File: src/rtl/mux_scan_ctrl_pkg.sv
// rtl/mux_scan_ctrl_pkg.sv - shared parameters and state encoding for the mux scan sequencer
// Purpose : default sizing for the scanner and the FSM state type used by
//           mux_scan_ctrl.
// Contents: DEF_N_CH / DEF_SEL_W / DEF_SETTLE / DEF_CNT_W defaults, state_t.
package mux_scan_ctrl_pkg;

  localparam int DEF_N_CH   = 4;
  localparam int DEF_SEL_W  = 2;
  localparam int DEF_SETTLE = 2;
  localparam int DEF_CNT_W  = 4;

  typedef enum logic [1:0] {
    ST_IDLE   = 2'd0,
    ST_SETTLE = 2'd1,
    ST_SAMPLE = 2'd2,
    ST_DONE   = 2'd3
  } state_t;

endpackage

File: src/rtl/mux_scan_ctrl_next_ch_find.sv
// rtl/mux_scan_ctrl_next_ch_find.sv - combinational next-enabled-channel finder
// Purpose : returns the lowest set bit of i_mask (i_first=1) or the lowest
//           set bit strictly above i_cur (i_first=0).
// Ports   : i_mask  [N_CH]  channel enable mask
//           i_cur   [SEL_W] current channel index
//           i_first         1 = search from bit 0, ignore i_cur
//           o_idx   [SEL_W] found channel index (0 when none)
//           o_found         a qualifying set bit exists
module mux_scan_ctrl_next_ch_find #(
  parameter int N_CH  = 4,
  parameter int SEL_W = 2
) (
  input  logic [N_CH-1:0]  i_mask,
  input  logic [SEL_W-1:0] i_cur,
  input  logic             i_first,
  output logic [SEL_W-1:0] o_idx,
  output logic             o_found
);

  // Walk from the top down so the lowest qualifying bit is the last writer.
  always_comb begin
    o_idx   = '0;
    o_found = 1'b0;
    for (int i = N_CH - 1; i >= 0; i--) begin
      if (i_mask[i] && (i_first || (SEL_W'(i) > i_cur))) begin
        o_idx   = SEL_W'(i);
        o_found = 1'b1;
      end
    end
  end

endmodule

File: src/rtl/mux_scan_ctrl.sv
// rtl/mux_scan_ctrl.sv - sequencer scanning a 4:1 mux into a per-channel snapshot
// Purpose : drives mux select o_s over the enabled channels, holds each for a
//           settle interval, samples i_y once per channel and publishes the
//           assembled snapshot with a one-cycle o_valid pulse. One-shot or
//           continuous scanning.
// Ports   : i_clk, i_reset (async, active-high)
//           i_start       scan request, honoured only in IDLE
//           i_continuous  rescan after each snapshot (looked at in DONE)
//           i_ch_en [N]   channel enable mask, latched at scan start
//           i_y           shared mux output
//           o_s [SEL_W]   mux select
//           o_sample [N]  last complete snapshot
//           o_valid       o_sample updated this cycle
//           o_busy        state != IDLE
module mux_scan_ctrl
  import mux_scan_ctrl_pkg::*;
#(
  parameter int N_CH   = DEF_N_CH,
  parameter int SEL_W  = DEF_SEL_W,
  parameter int SETTLE = DEF_SETTLE,
  parameter int CNT_W  = DEF_CNT_W
) (
  input  logic             i_clk,
  input  logic             i_reset,
  input  logic             i_start,
  input  logic             i_continuous,
  input  logic [N_CH-1:0]  i_ch_en,
  input  logic             i_y,
  output logic [SEL_W-1:0] o_s,
  output logic [N_CH-1:0]  o_sample,
  output logic             o_valid,
  output logic             o_busy
);

  state_t           r_state,  w_state_nxt;
  logic [SEL_W-1:0] r_s,      w_s_nxt;
  logic [N_CH-1:0]  r_mask,   w_mask_nxt;
  logic [N_CH-1:0]  r_shadow, w_shadow_nxt;
  logic [N_CH-1:0]  r_sample, w_sample_nxt;
  logic [CNT_W-1:0] r_cnt,    w_cnt_nxt;
  logic             r_valid,  w_valid_nxt;
  logic             r_busy;

  logic [N_CH-1:0]  w_find_mask;
  logic             w_find_first;
  logic [SEL_W-1:0] w_find_idx;
  logic             w_find_found;

  // One finder serves both uses: in SAMPLE it steps through the latched mask
  // above the current channel; elsewhere it looks at the live enable input,
  // which is exactly the mask about to be latched in IDLE/DONE.
  assign w_find_mask  = (r_state == ST_SAMPLE) ? r_mask : i_ch_en;
  assign w_find_first = (r_state != ST_SAMPLE);

  mux_scan_ctrl_next_ch_find #(
    .N_CH  (N_CH),
    .SEL_W (SEL_W)
  ) u_next_ch_find (
    .i_mask  (w_find_mask),
    .i_cur   (r_s),
    .i_first (w_find_first),
    .o_idx   (w_find_idx),
    .o_found (w_find_found)
  );

  always_comb begin
    w_state_nxt  = r_state;
    w_s_nxt      = r_s;
    w_mask_nxt   = r_mask;
    w_shadow_nxt = r_shadow;
    w_sample_nxt = r_sample;
    w_cnt_nxt    = r_cnt;
    w_valid_nxt  = 1'b0;

    case (r_state)
      ST_IDLE: begin
        if (i_start) begin
          w_mask_nxt   = i_ch_en;
          w_shadow_nxt = '0;
          if (w_find_found) begin
            w_s_nxt     = w_find_idx;
            w_cnt_nxt   = '0;
            w_state_nxt = ST_SETTLE;
          end else begin
            w_state_nxt = ST_DONE;
          end
        end
      end

      ST_SETTLE: begin
        w_cnt_nxt = r_cnt + 1'b1;
        if (r_cnt == CNT_W'(SETTLE - 1)) begin
          w_state_nxt = ST_SAMPLE;
        end
      end

      ST_SAMPLE: begin
        w_shadow_nxt[r_s] = i_y;
        if (w_find_found) begin
          w_s_nxt     = w_find_idx;
          w_cnt_nxt   = '0;
          w_state_nxt = ST_SETTLE;
        end else begin
          w_state_nxt = ST_DONE;
        end
      end

      ST_DONE: begin
        w_sample_nxt = r_shadow;
        w_valid_nxt  = 1'b1;
        w_state_nxt  = ST_IDLE;
        if (i_continuous) begin
          w_mask_nxt   = i_ch_en;
          w_shadow_nxt = '0;
          if (w_find_found) begin
            w_s_nxt     = w_find_idx;
            w_cnt_nxt   = '0;
            w_state_nxt = ST_SETTLE;
          end
        end
      end

      default: w_state_nxt = ST_IDLE;
    endcase
  end

  always_ff @(posedge i_clk or posedge i_reset) begin
    if (i_reset) begin
      r_state  <= ST_IDLE;
      r_s      <= '0;
      r_mask   <= '0;
      r_shadow <= '0;
      r_sample <= '0;
      r_cnt    <= '0;
      r_valid  <= 1'b0;
      r_busy   <= 1'b0;
    end else begin
      r_state  <= w_state_nxt;
      r_s      <= w_s_nxt;
      r_mask   <= w_mask_nxt;
      r_shadow <= w_shadow_nxt;
      r_sample <= w_sample_nxt;
      r_cnt    <= w_cnt_nxt;
      r_valid  <= w_valid_nxt;
      r_busy   <= (w_state_nxt != ST_IDLE);
    end
  end

  assign o_s      = r_s;
  assign o_sample = r_sample;
  assign o_valid  = r_valid;
  assign o_busy   = r_busy;

endmodule

File: config.mk
export PLATFORM = sky130hd
export DESIGN_NAME = mux_scan_ctrl
export DESIGN_NICKNAME = d
export VERILOG_FILES = /design/src/rtl/mux_scan_ctrl_pkg.sv /design/src/rtl/mux_scan_ctrl_next_ch_find.sv /design/src/rtl/mux_scan_ctrl.sv
export SDC_FILE = /design/constraint.sdc
export NUM_CORES = 1
export LEC_CHECK = 0
export BUFFER_PORTS_ARGS = -buffer_cell sky130_fd_sc_hd__buf_2
export CORE_AREA = 5 5 51 53
export CTS_BUF_LIST = sky130_fd_sc_hd__clkbuf_16
export DETAILED_ROUTE_END_ITERATION = 6
export DIE_AREA = 0 0 56 58
export GPL_ROUTABILITY_DRIVEN = 0
export PLACE_DENSITY = 0.88
export SYNTH_ARGS = -nofsm -noshare
export SYNTH_HDL_FRONTEND = slang
export SYNTH_HIERARCHICAL = 1
export SYNTH_SLANG_ARGS = --single-unit
export TNS_END_PERCENT = 20
File: constraint.sdc
create_clock -name i_clk -period 4.85 [get_ports i_clk]
set_input_delay 0 -clock i_clk [delete_from_list [all_inputs] [get_ports i_clk]]
set_output_delay 0 -clock i_clk [all_outputs]
set_load 0.01 [all_outputs]
==> results by group, run 1 <==
Status
  • Status: completed

Pwr
  • Peak supply drop: 0.347 mV
  • PD cells: 590 nW/um2
  • Clock Power Share: 21.0%
  • Sw Share: 36.5%
  • Register share of total power: 41.0%
  • Pint: 0.000515 W
  • Comb pwr share: 38.0%
  • Leak Pwr: 0.662 nW
  • Switching pwr: 0.000296 W

STA
  • Slew HR: 46.5%
  • Worst Skew: 0.00307 ns
  • Fin. Hold Viols: 0
  • Worst Max-Slew Pin Slew: 0.802 ns
  • Setup_tns: 0 ns
  • Final setup viols: 0
  • RSZ-0062 raised after global routing: false
  • Final period util: 61.8%
  • Fin crit period: 3.00 ns
  • Final Max Slew Viols: 0
  • Fmax: 0.334 GHz

Floorplanning
  • Initial Util: 55.4%
  • CORE AREA: 2110 um2
  • Num rows: 17
  • Die area: 3250 um2
  • Die height: 58 um
  • Die W: 56 um
  • IO Pins: 17

Routing
  • # DRC: 0
  • Total iterations of the first detailed-routing run: 4
  • Iteration-0 DRC Markers: 39
  • Routed Wire Length: 2.58 mm
  • Drt wl/cell: 15.5 um
  • Vias: 971
  • Via density: 5.85
  • Antenna-violating nets left: 0

Final layout
  • Final Cell Area: 1380 um2
  • Share of cells above drive strength 1: 26.8%
  • Fillers: 147
  • Area Growth Syn to Fin: 17.8%
  • Final Net Count: 150
  • N_diodes: 0

Yosys
  • Syn nets: 128
  • Syn avg cell area: 9.98 um2
  • Synthesized instance count: 117
  • Sequential share of the synthesized area: 47.2%
  • Synth Cell Area: 1170 um2
  • Syn. warnings: 6
  • #FFs+latches synth: 22
  • Netlist cell types: 32

Clock tree
  • # H-tree levels: 1
  • Clock buffer count from CTS: 3
  • Worst-path clk slew: 0.06 ns
  • CTS tree: done
  • Worst-Skew Late Latency: 0.25 ns
  • Post-CTS Resized: 0
  • Root buf cell: clkbuf_16
  • Clock sinks: 22
  • Clock Tree Buf Depth: 2

Setup path
  • Worst EP arrival: 3.13 ns
  • CP Capture Type: flop
  • Crit-path max FO: 12
  • WS Path Type: reg2reg
  • CP required: 4.98 ns
  • Crit path launch type: flop

Global route
  • GR Util All Layers: 16.9%
  • Grt ovf: 0
  • Initial antenna violation count: 0
  • First-pass GRT wire length: 4.24 mm
  • Vias in the first global route: 976
  • Largest net degree at the start of global routing: 23

Place
  • I/O Buffers: 16
  • DP Area: 1260 um2
  • DP Wirelength: 1.74 mm

Min path
  • Hold WC Path Type: in2reg

Flow run
  • Max cap viols: 0
==> cells in the mapped netlist <==
| cell type | count | area (um2) |
|---|---|---|
| dfrtp_1 | 22 | 551 |
| nand2_1 | 15 | 56.3 |
| o21ai_0 | 13 | 65.1 |
| a21oi_1 | 8 | 40.0 |
| nor2_1 | 8 | 30.0 |
| inv_1 | 6 | 22.5 |
| mux2_2 | 6 | 67.6 |
| nand2b_1 | 6 | 37.5 |
| mux2_4 | 4 | 60.1 |
| nand3_1 | 3 | 15.0 |
| buf_6 | 2 | 22.5 |
| ha_1 | 2 | 25.0 |
| nor2b_2 | 2 | 17.5 |
| o31ai_1 | 2 | 15.0 |
| a211o_1 | 1 | 8.76 |
| a221oi_1 | 1 | 8.76 |
| a22o_4 | 1 | 17.5 |
| a22oi_2 | 1 | 12.5 |
| and2_1 | 1 | 6.26 |
| and2b_1 | 1 | 7.51 |
| clkbuf_1 | 1 | 3.75 |
| inv_2 | 1 | 3.75 |
| inv_4 | 1 | 6.26 |
| nand2_4 | 1 | 11.3 |
| nand4_1 | 1 | 6.26 |
| nand4bb_1 | 1 | 11.3 |
| nor2b_1 | 1 | 6.26 |
| nor3_1 | 1 | 5.00 |
| o21a_1 | 1 | 7.51 |
| o21ai_1 | 1 | 5.00 |
| o32ai_1 | 1 | 8.76 |
| or2_2 | 1 | 6.26 |
==> critical path: stages, from the launching register on <==
cell,delay (ns)
dfrtp_1,0.53
nor2b_2,0.44
inv_4,0.13
nand2_1,0.09
nand2_1,0.09
nor2b_1,0.16
o32ai_1,0.34
nand2b_1,0.24
and2_1,0.23
a22oi_2,0.23
mux2_2,0.38
==> final timing paths <==
kind / from / to / slack (ns) / depth (start not counted)
hold reg to reg: r_shadow[1]$_DFFE_PP0P_ / r_shadow[1]$_DFFE_PP0P_ / 0.50 / 2
hold / removal: i_ch_en[2] / r_mask[2]$_DFFE_PP0P_ / 0.008 / 2
min in group asynchronous: i_reset / r_shadow[3]$_DFFE_PP0P_ / 0.45 / 3
setup / recovery: r_state[1]$_DFF_PP0_ / o_s[1]$_DFFE_PP0P_ / 1.85 / 10
max in group asynchronous: i_reset / r_state[1]$_DFF_PP0_ / 3.91 / 3
setup reg to reg: r_state[1]$_DFF_PP0_ / o_s[1]$_DFFE_PP0P_ / 1.85 / 10
==> per-layer routing <==
layer | up-vias | track usage [%] | share of wire (%)
li1 | 443 | - | -
met1 | 468 | 17.4 | 39
met2 | 44 | 30.7 | 51
met3 | 16 | 4.23 | 5.4
met4 | 0 | 10.5 | 4.5
met5 | - | 0 | 0
==> power groups by stage <==
stage	clock network (W)	logic, W	registers [W]
3_5_place_dp	0	0.000299	0.000331
5_1_grt	0.000181	0.000340	0.000344
2_1_floorplan	0	0.000246	0.000311
3_3_place_gp	0	0.000283	0.000326
6_report	0.000170	0.000308	0.000333
4_1_cts	0.000175	0.000307	0.000329
==> registers in the layout, indices dropped and copies added, names as in the netlist <==
name / count
o_valid: 1
o_busy: 1
r_state: 2
r_mask: 4
o_s: 2
r_cnt: 4
o_sample: 4
r_shadow: 4
==> stage by stage <==
step,hold slack (ns),power [W],cells,worst slack [ns],util [%]
after global placement,0.170,0.000609,158,2.21,59.7
after detailed placement,0.193,0.000629,158,2.02,59.7
final,0.00799,0.000812,166,1.85,65.3
after floorplan,-0.0108,0.000557,117,2.46,-
after global routing,0.0114,0.000865,166,1.71,65.3
after CTS,0.000222,0.000811,166,1.97,65.3
==> kinds of logic (layout without fill, tap and decap cells) <==
kind of cell / Yosys count / after routing / synth area share (%)
buffers and inverters: 11 / 32 / 5.04
flip-flops: 22 / 22 / 47.2
adder cells (fa/ha/maj): 2 / 2 / 2.14
multiplexers: 10 / 10 / 10.9
AO/OA/AOI/OAI: 30 / 30 / 16.2
AND/OR/NAND/NOR: 42 / 42 / 18.5
==> layout make-up <==
cell class	instances	area [um2]	share of cell area, %
clock buffers	3	75.1	5.46
well taps	28	35.0	2.55
multi-input cells	84	558	40.6
inverters	8	32.5	2.37
repair buffers	20	120	8.74
clock inverters	1	3.75	0.273
flip-flops and latches	22	551	40.0
==> layout by cell type (no fill, tap or decap), types with 2 or more instances in the layout <==
master and n:
ha_1 2, o21ai_0 13, nand2b_1 6, dfrtp_1 22, o31ai_1 2, nor2b_2 2
nand3_1 3, dlygate4sd3_1 4, mux2_2 6, nand2_1 15, inv_1 6, nor2_1 8
buf_2 16, mux2_4 4, a21oi_1 8, clkbuf_16 3
==> repair_timing <==
| action | CTS | global route |
|---|---|---|
| buffers inserted | 0 | 0 |
| setup endpoints to repair | 0 | 0 |
| endpoints found under the hold margin | 25 | 0 |
| hold buffers | 4 | 0 |
(Power assumes the default switching activity.)
==> run 2: changes to the inputs <==
CORE_AREA = 5 5 53 55   (was 5 5 51 53)
DIE_AREA = 0 0 58 60   (was 0 0 56 58)
PLACE_DENSITY = 0.82   (was 0.88)
clock period = 3 ns   (was 4.85 ns; I/O delays follow)
==> run 2 against run 1 <==
Sequential cell count unchanged. Sequential power is 56% higher. Clock power grew 65%. Routed wire length shrank 9.0%. Utilization decreased by 6.0 points. Sequential share of layout area is 0.43 points lower. Setup slack got worse by 1.6 ns. Final cell count up 1.8%. Register-to-register slack got worse by 1.6 ns. Critical path type unchanged. Largest power group unchanged. Highest routed layer unchanged.
==> results by group, run 2 (synthesized netlist as in run 1, its figures left out) <==
Place
  • I/O Buffers: 16 (unchanged)
  • DP Wirelength: 1.72 mm (-1.4%)
  • Cells after DPL: 161 (+1.9%)

Floorplanning
  • IO Pins: 17 (unchanged)
  • Die height: 60 um (+3.4%)
  • Die W: 58 um (+3.6%)
  • Initial Util: 49.8% (-5.6 points)
  • Num rows: 18 (+1)
  • CORE AREA: 2340 um2 (+11%)
  • Die area: 3480 um2 (+7.1%)

Status
  • Status: completed

STA
  • Slew HR: 44.9% (-1.6 points)
  • Final Max Slew Viols: 0 (unchanged)
  • Fin crit period: 2.70 ns (-0.300 ns)
  • Worst Max-Slew Pin Slew: 0.826 ns (+0.0234 ns)
  • RSZ-0062 raised after global routing: false
  • Worst Skew: 0.00357 ns (+0.000504 ns)
  • Final setup viols: 0 (unchanged)
  • Fin. Hold Viols: 0 (unchanged)
  • Setup_tns: 0 ns (unchanged)
  • Final period util: 89.9% (+28 points)
  • Fmax: 0.371 GHz (+11%)

Routing
  • Drt wl/cell: 13.9 um (-11%)
  • # DRC: 0 (unchanged)
  • Vias: 939 (-3.3%)
  • Total iterations of the first detailed-routing run: 4 (unchanged)
  • Iteration-0 DRC Markers: 26 (-33%)
  • Via density: 5.56 (-5.0%)
  • Antenna-violating nets left: 0 (unchanged)
  • Routed Wire Length: 2.35 mm (-9.0%)

Final layout
  • Fin cells: 169 (+1.8%)
  • Area Growth Syn to Fin: 19.1%
  • Most frequent cells in the layout: 22 x dfrtp_1, 16 x buf_2, 15 x nand2_1, 13 x o21ai_0
  • Fillers: 197 (+34%)
  • N_diodes: 0 (unchanged)
  • Share of cells above drive strength 1: 27.3% (+0.53 points)
  • Most common cell after layout, fill and taps aside: dfrtp_1
  • Final Net Count: 151 (+0.67%)

Setup path
  • CP Capture Type: flop
  • Worst EP arrival: 2.84 ns (-0.29 ns)
  • Crit-path max FO: 12 (unchanged)
  • WS Path Type: reg2reg
  • R2R setup slack: 0.30 ns (-1.55 ns)
  • Crit path launch type: flop
  • CP required: 3.14 ns (-1.84 ns)

Global route
  • First-pass GRT wire length: 3.99 mm (-6.0%)
  • Grt ovf: 0 (unchanged)
  • Vias in the first global route: 924 (-5.3%)
  • Largest net degree at the start of global routing: 23 (unchanged)
  • GR peak layer: met2
  • GR Util All Layers: 15.5% (-1.4 points)
  • Grt met1 use: 17.1% (-0.34 points)
  • Initial antenna violation count: 0 (unchanged)
  • M2 GR Usage: 25.2% (-5.6 points)
  • Met3 usage in global routing: 3.46% (-0.78 points)

Pwr
  • Leak Pwr: 0.668 nW (+0.84%)
  • Total power: 0.00131 W (+62%)
  • Peak supply drop: 0.488 mV (+41%)
  • PD cells: 945 nW/um2 (+60%)

Min path
  • Hold WC Path Type: in2reg

Flow run
  • Max cap viols: 0 (unchanged)

Clock tree
  • Clock sinks: 22 (unchanged)
  • Clock buffer count from CTS: 3 (unchanged)
  • Worst-Skew Late Latency: 0.26 ns (about the same)
  • Clock Tree Buf Depth: 2 (unchanged)
  • Root buf cell: clkbuf_16
  • Post-CTS setup buffer count: 0 (unchanged)
  • # H-tree levels: 1 (unchanged)
  • CTS tree: done
  • Worst-path clk slew: 0.06 ns (about the same)
[run 2: cell types whose count changed in the layout (fill, tap and decap cells not counted)]
cell | before | now
nor2b_4 | 0 | 1
buf_4 | 0 | 1
nor2b_2 | 2 | 1
[run 2: layer usage]
metal	up-vias	wire length [um]
met5	-	0
met4	0	93
met3	10	131
met2	35	1140
met1	446	985
li1	448	-
[run 2: cell type report]
| cell class | count | area [um2] | share of cell area, % |
|---|---|---|---|
| clock buffer | 3 | 75.1 | 5.40 |
| clock inverter | 1 | 3.75 | 0.270 |
| inverter | 8 | 32.5 | 2.34 |
| multi-input combinational | 84 | 563 | 40.5 |
| sequential | 22 | 551 | 39.6 |
| tap | 30 | 37.5 | 2.70 |
| timing repair buffer | 21 | 128 | 9.18 |
[run 2: worst paths after layout]
path,start,end,cells after the start
worst max-delay path,r_state[1]$_DFF_PP0_,o_s[1]$_DFFE_PP0P_,10
worst min-delay path,i_ch_en[3],r_mask[3]$_DFFE_PP0P_,2
worst max register to register,r_state[1]$_DFF_PP0_,o_s[1]$_DFFE_PP0P_,10
worst min register to register,o_sample[0]$_DFFE_PP0P_,o_sample[0]$_DFFE_PP0P_,1
max in group asynchronous,i_reset,o_busy$_DFF_PP0_,3
min in group asynchronous,i_reset,r_cnt[0]$_DFFE_PP0P_,3
[run 2: metrics by stage]
step	util [%]	instance area [um2]	hold WS, ns	worst slack, ns
4_1_cts	59.1	1390	0.00908	0.198
5_1_grt	59.3	1390	0.0251	0.0982
6_report	59.3	1390	0.00665	0.302
3_3_place_gp	54.1	1270	0.193	0.326
2_1_floorplan	-	1170	-0.0108	0.612
3_5_place_dp	54.1	1270	0.204	0.213
[run 2: repair_timing]
| item | in CTS | in global routing |
|---|---|---|
| resized for setup | 0 | 1 |
| setup endpoints to repair | 0 | 2 |
| hold buffers | 4 | 0 |
| endpoints found under the hold margin | 25 | 0 |
[run 2: power breakdown]
| group | internal (W) | switching, W | total (W) |
|---|---|---|---|
| sequential | 0.000412 | 0.000109 | 0.000521 |
| clock | 0.000178 | 0.000103 | 0.000281 |
| combinational | 0.000254 | 0.000257 | 0.000511 |
[run 2: worst max-delay path, stage by stage (launching register included)]
cell	delay [ns]
dfrtp_1	0.51
nor2b_4	0.33
inv_4	0.10
nand2_1	0.08
nand2_1	0.08
nor2b_1	0.15
o32ai_1	0.31
nand2b_1	0.22
and2_1	0.22
a22oi_2	0.22
mux2_2	0.36
==> run 3: changes to the inputs <==
ABC_AREA = 1   (was unset)
CORE_AREA = 5 5 51 53   (was 5 5 53 55)
DIE_AREA = 0 0 56 58   (was 0 0 58 60)
PLACE_DENSITY = 0.83   (was 0.82)
SYNTH_HIERARCHICAL = unset   (was 1)
==> run 3 against run 2 <==
Non-clock buffer count down 3. Clock power shrank 2%. Die area is 6.7% lower. Global-route usage fell by 0.92 points. Critical path type unchanged.
==> results by group, run 3 <==
Status
  • Status: completed

Yosys
  • Sequential share of the synthesized area: 48.8% (+1.7 points)
  • Syn avg cell area: 7.63 um2 (-24%)
  • EDFF count, synth: 0 (unchanged)
  • Ys flop type: dfrtp_1
  • Netlist cell types: 19 (-41%)
  • Most area-consuming cells after synthesis: dfrtp_1 49%, nand2_1 20%, nand3_1 6.5%
  • Most frequent cell after synthesis: nand2_1
  • Synth top area share: 48.8% (+1.7 points)
  • Post-synth top cells: 56 x nand2_1, 21 x dfrtp_1, 14 x nand3_1
  • Ys async rst share: 100% (unchanged)
  • #FFs+latches synth: 21 (-4.5%)
  • Area leader, netlist: dfrtp_1
  • Synth Cell Area: 1080 um2 (-7.8%)
  • Syn. warnings: 0 (-6)
  • Syn nets: 152 (+19%)
  • Synthesized instance count: 141 (+21%)

Clock tree
  • Clock Tree Buf Depth: 2 (unchanged)
  • Worst-Skew Late Latency: 0.25 ns (about the same)
  • Clock sinks: 21 (-4.5%)
  • CTS tree: done
  • Clock buffer count from CTS: 3 (unchanged)
  • # H-tree levels: 1 (unchanged)
  • Root buf cell: clkbuf_16
  • Worst-path clk slew: 0.06 ns (about the same)
  • Post-CTS Resized: 0 (unchanged)

Place
  • I/O Buffers: 16 (unchanged)
  • Pre-CTS WS: 1.45 ns (+1.24 ns)
  • Cells after DPL: 183 (+14%)
  • DP Wirelength: 1.54 mm (-10%)

Setup path
  • Slowest-stage cell, CP: dfrtp_1
  • CP Capture Type: flop
  • Worst EP arrival: 1.72 ns (-1.12 ns)
  • CP bufs+invs: 1 (unchanged)
  • WS Path Type: reg2reg
  • CP Cell Sequence: nand2_2 > inv_2 > nand2_1 > nand2_1 > nor2_4 > nand2_1 > nand2_1 > nand3_1 > o21ai_1
  • CP required: 3.17 ns (+0.03 ns)
  • Most frequent CP cell: nand2_1
  • Critical path's top delay family: simple AND/OR/NAND/NOR gates
  • Crit path launch type: flop
  • Crit-path max FO: 9 (-3)
  • Max incr delay on CP: 0.47 ns (-0.04 ns)

Routing
  • DR WL met3: 111 um (-15%)
  • Via density: 4.98 (-10%)
  • Total iterations of the first detailed-routing run: 4 (unchanged)
  • Routed Wire Length: 2.09 mm (-11%)
  • Iteration-0 DRC Markers: 25 (-3.8%)
  • Vias: 942 (+0.32%)
  • # DRC: 0 (unchanged)
  • Top routing layer used: met4
  • Antenna-violating nets left: 0 (unchanged)
  • Met1 Wirelength: 936 um (-5.0%)
  • Drt wl/cell: 11.0 um (-20%)
  • Metal2 WL: 1.02 mm (-10%)

Global route
  • Initial antenna violation count: 0 (unchanged)
  • Largest net degree at the start of global routing: 22 (-4.3%)
  • First-pass GRT wire length: 3.84 mm (-3.8%)
  • GR Util All Layers: 14.5% (-0.92 points)
  • Grt ovf: 0 (unchanged)
  • Vias in the first global route: 917 (-0.76%)

Final layout
  • Share of cells above drive strength 1: 19.9% (-7.5 points)
  • Final Net Count: 173 (+15%)
  • Most frequent cells in the layout: 56 x nand2_1, 21 x dfrtp_1, 16 x buf_2, 14 x nand3_1, 13 x inv_1
  • Most common cell after layout, fill and taps aside: nand2_1
  • Fillers: 171 (-13%)
  • Fin cells: 189 (+12%)
  • Area Growth Syn to Fin: 18.5%
  • N_diodes: 0 (unchanged)

Floorplanning
  • Die area: 3250 um2 (-6.7%)
  • Die height: 58 um (-3.3%)
  • IO Pins: 17 (unchanged)
  • CORE AREA: 2110 um2 (-10%)
  • Initial Util: 51.1% (+1.3 points)
  • Num rows: 17 (-1)
  • Die W: 56 um (-3.4%)

STA
  • Final setup viols: 0 (unchanged)
  • RSZ-0062 raised after global routing: false
  • Fin crit period: 1.55 ns (-1.15 ns)
  • Fin. Hold Viols: 0 (unchanged)
  • Setup_tns: 0 ns (unchanged)
  • Final period util: 51.7% (-38 points)
  • Setup ws final: 1.45 ns (+1.15 ns)
  • Worst Max-Slew Pin Slew: 0.783 ns (-0.0427 ns)
  • Fmax: 0.644 GHz (+74%)
  • Final Max Slew Viols: 0 (unchanged)
  • Worst Skew: 0.00192 ns (-0.00165 ns)
  • Slew HR: 47.8% (+2.8 points)
  • Hold Slack: 0.00344 ns (-0.00321 ns)

Pwr
  • Peak supply drop: 0.502 mV (+2.9%)
  • PD cells: 1010 nW/um2 (+6.5%)
  • Leak Pwr: 0.714 nW (+7.0%)
  • Total power: 0.00128 W (-2.3%)

Flow run
  • Max cap viols: 0 (unchanged)

Min path
  • Hold WC Path Type: in2reg
[run 3: cell count changes in the layout (fill, tap and decap cells not counted), sizes merged, moves of 2 or more]
cell | before | now
or2 | 1 | 3
a21oi | 8 | 4
mux2 | 10 | 0
dlygate4sd3 | 4 | 2
nand2 | 16 | 59
o21ai | 14 | 6
nand2b | 6 | 0
nor2 | 8 | 11
inv | 8 | 15
nand3 | 3 | 14
nor2b | 3 | 0
[run 3: worst paths after layout]
path	depth (start not counted)	from	slack, ns	to
setup / recovery	9	r_state[1]$_DFF_PP0_	1.45	o_s[0]$_DFFE_PP0P_
min in group asynchronous	3	i_reset	0.44	r_cnt[2]$_DFFE_PP0P_
hold / removal	3	i_ch_en[1]	0.003	r_mask[1]$_DFFE_PP0P_
hold reg to reg	2	r_mask[3]$_DFFE_PP0P_	0.47	r_mask[3]$_DFFE_PP0P_
max in group asynchronous	3	i_reset	2.07	r_cnt[3]$_DFFE_PP0P_
setup reg to reg	9	r_state[1]$_DFF_PP0_	1.45	o_s[0]$_DFFE_PP0P_
[run 3: cell families (layout without fill, tap and decap cells)]
| logic type | after synthesis | after routing | share of synthesized area, % |
|---|---|---|---|
| AO/OA/AOI/OAI | 13 | 13 | 6.74 |
| adder cells (fa/ha/maj) | 2 | 2 | 2.33 |
| buffers and inverters | 17 | 37 | 6.74 |
| flip-flops | 21 | 21 | 48.8 |
| AND/OR/NAND/NOR | 88 | 88 | 35.4 |
[run 3: worst min-delay path, cell delays in order]
cell and delay (ns):
buf_2 0.09, nand3_1 0.07, nand2_1 0.06
[run 3: where the power goes]
group,internal [W],total [W],switching (W)
clock,0.000179,0.000274,0.0000958
combinational,0.000190,0.000528,0.000338
sequential,0.000386,0.000480,0.0000935
[run 3: cell type report]
| class | instances | area [um2] | share of cell area (%) |
|---|---|---|---|
| tap | 28 | 35.0 | 2.75 |
| multi-input combinational | 103 | 478 | 37.5 |
| sequential | 21 | 526 | 41.2 |
| clock buffer | 3 | 75.1 | 5.89 |
| inverter | 15 | 56.3 | 4.42 |
| timing repair buffer | 18 | 100 | 7.85 |
| clock inverter | 1 | 5.00 | 0.393 |
[run 3: per-layer routing]
metal / track usage, % / up-vias
li1: - / 479
met1: 17.1 / 429
met2: 25.7 / 30
met3: 3.56 / 4
met4: 5.42 / 0
met5: 0 / -
[run 3: per-stage QoR]
stage                     util, %  area, um2
after floorplan                 -       1080
after global placement       55.8       1170
after detailed placement     55.8       1170
after CTS                    60.5       1270
after global routing         60.5       1270
final                        60.5       1270
[run 3: timing repair]
| item | 4_1_cts | 5_1_grt |
|---|---|---|
| setup buffers | 0 | 0 |
| hold buffers | 2 | 0 |
| hold endpoints to repair | 22 | 0 |
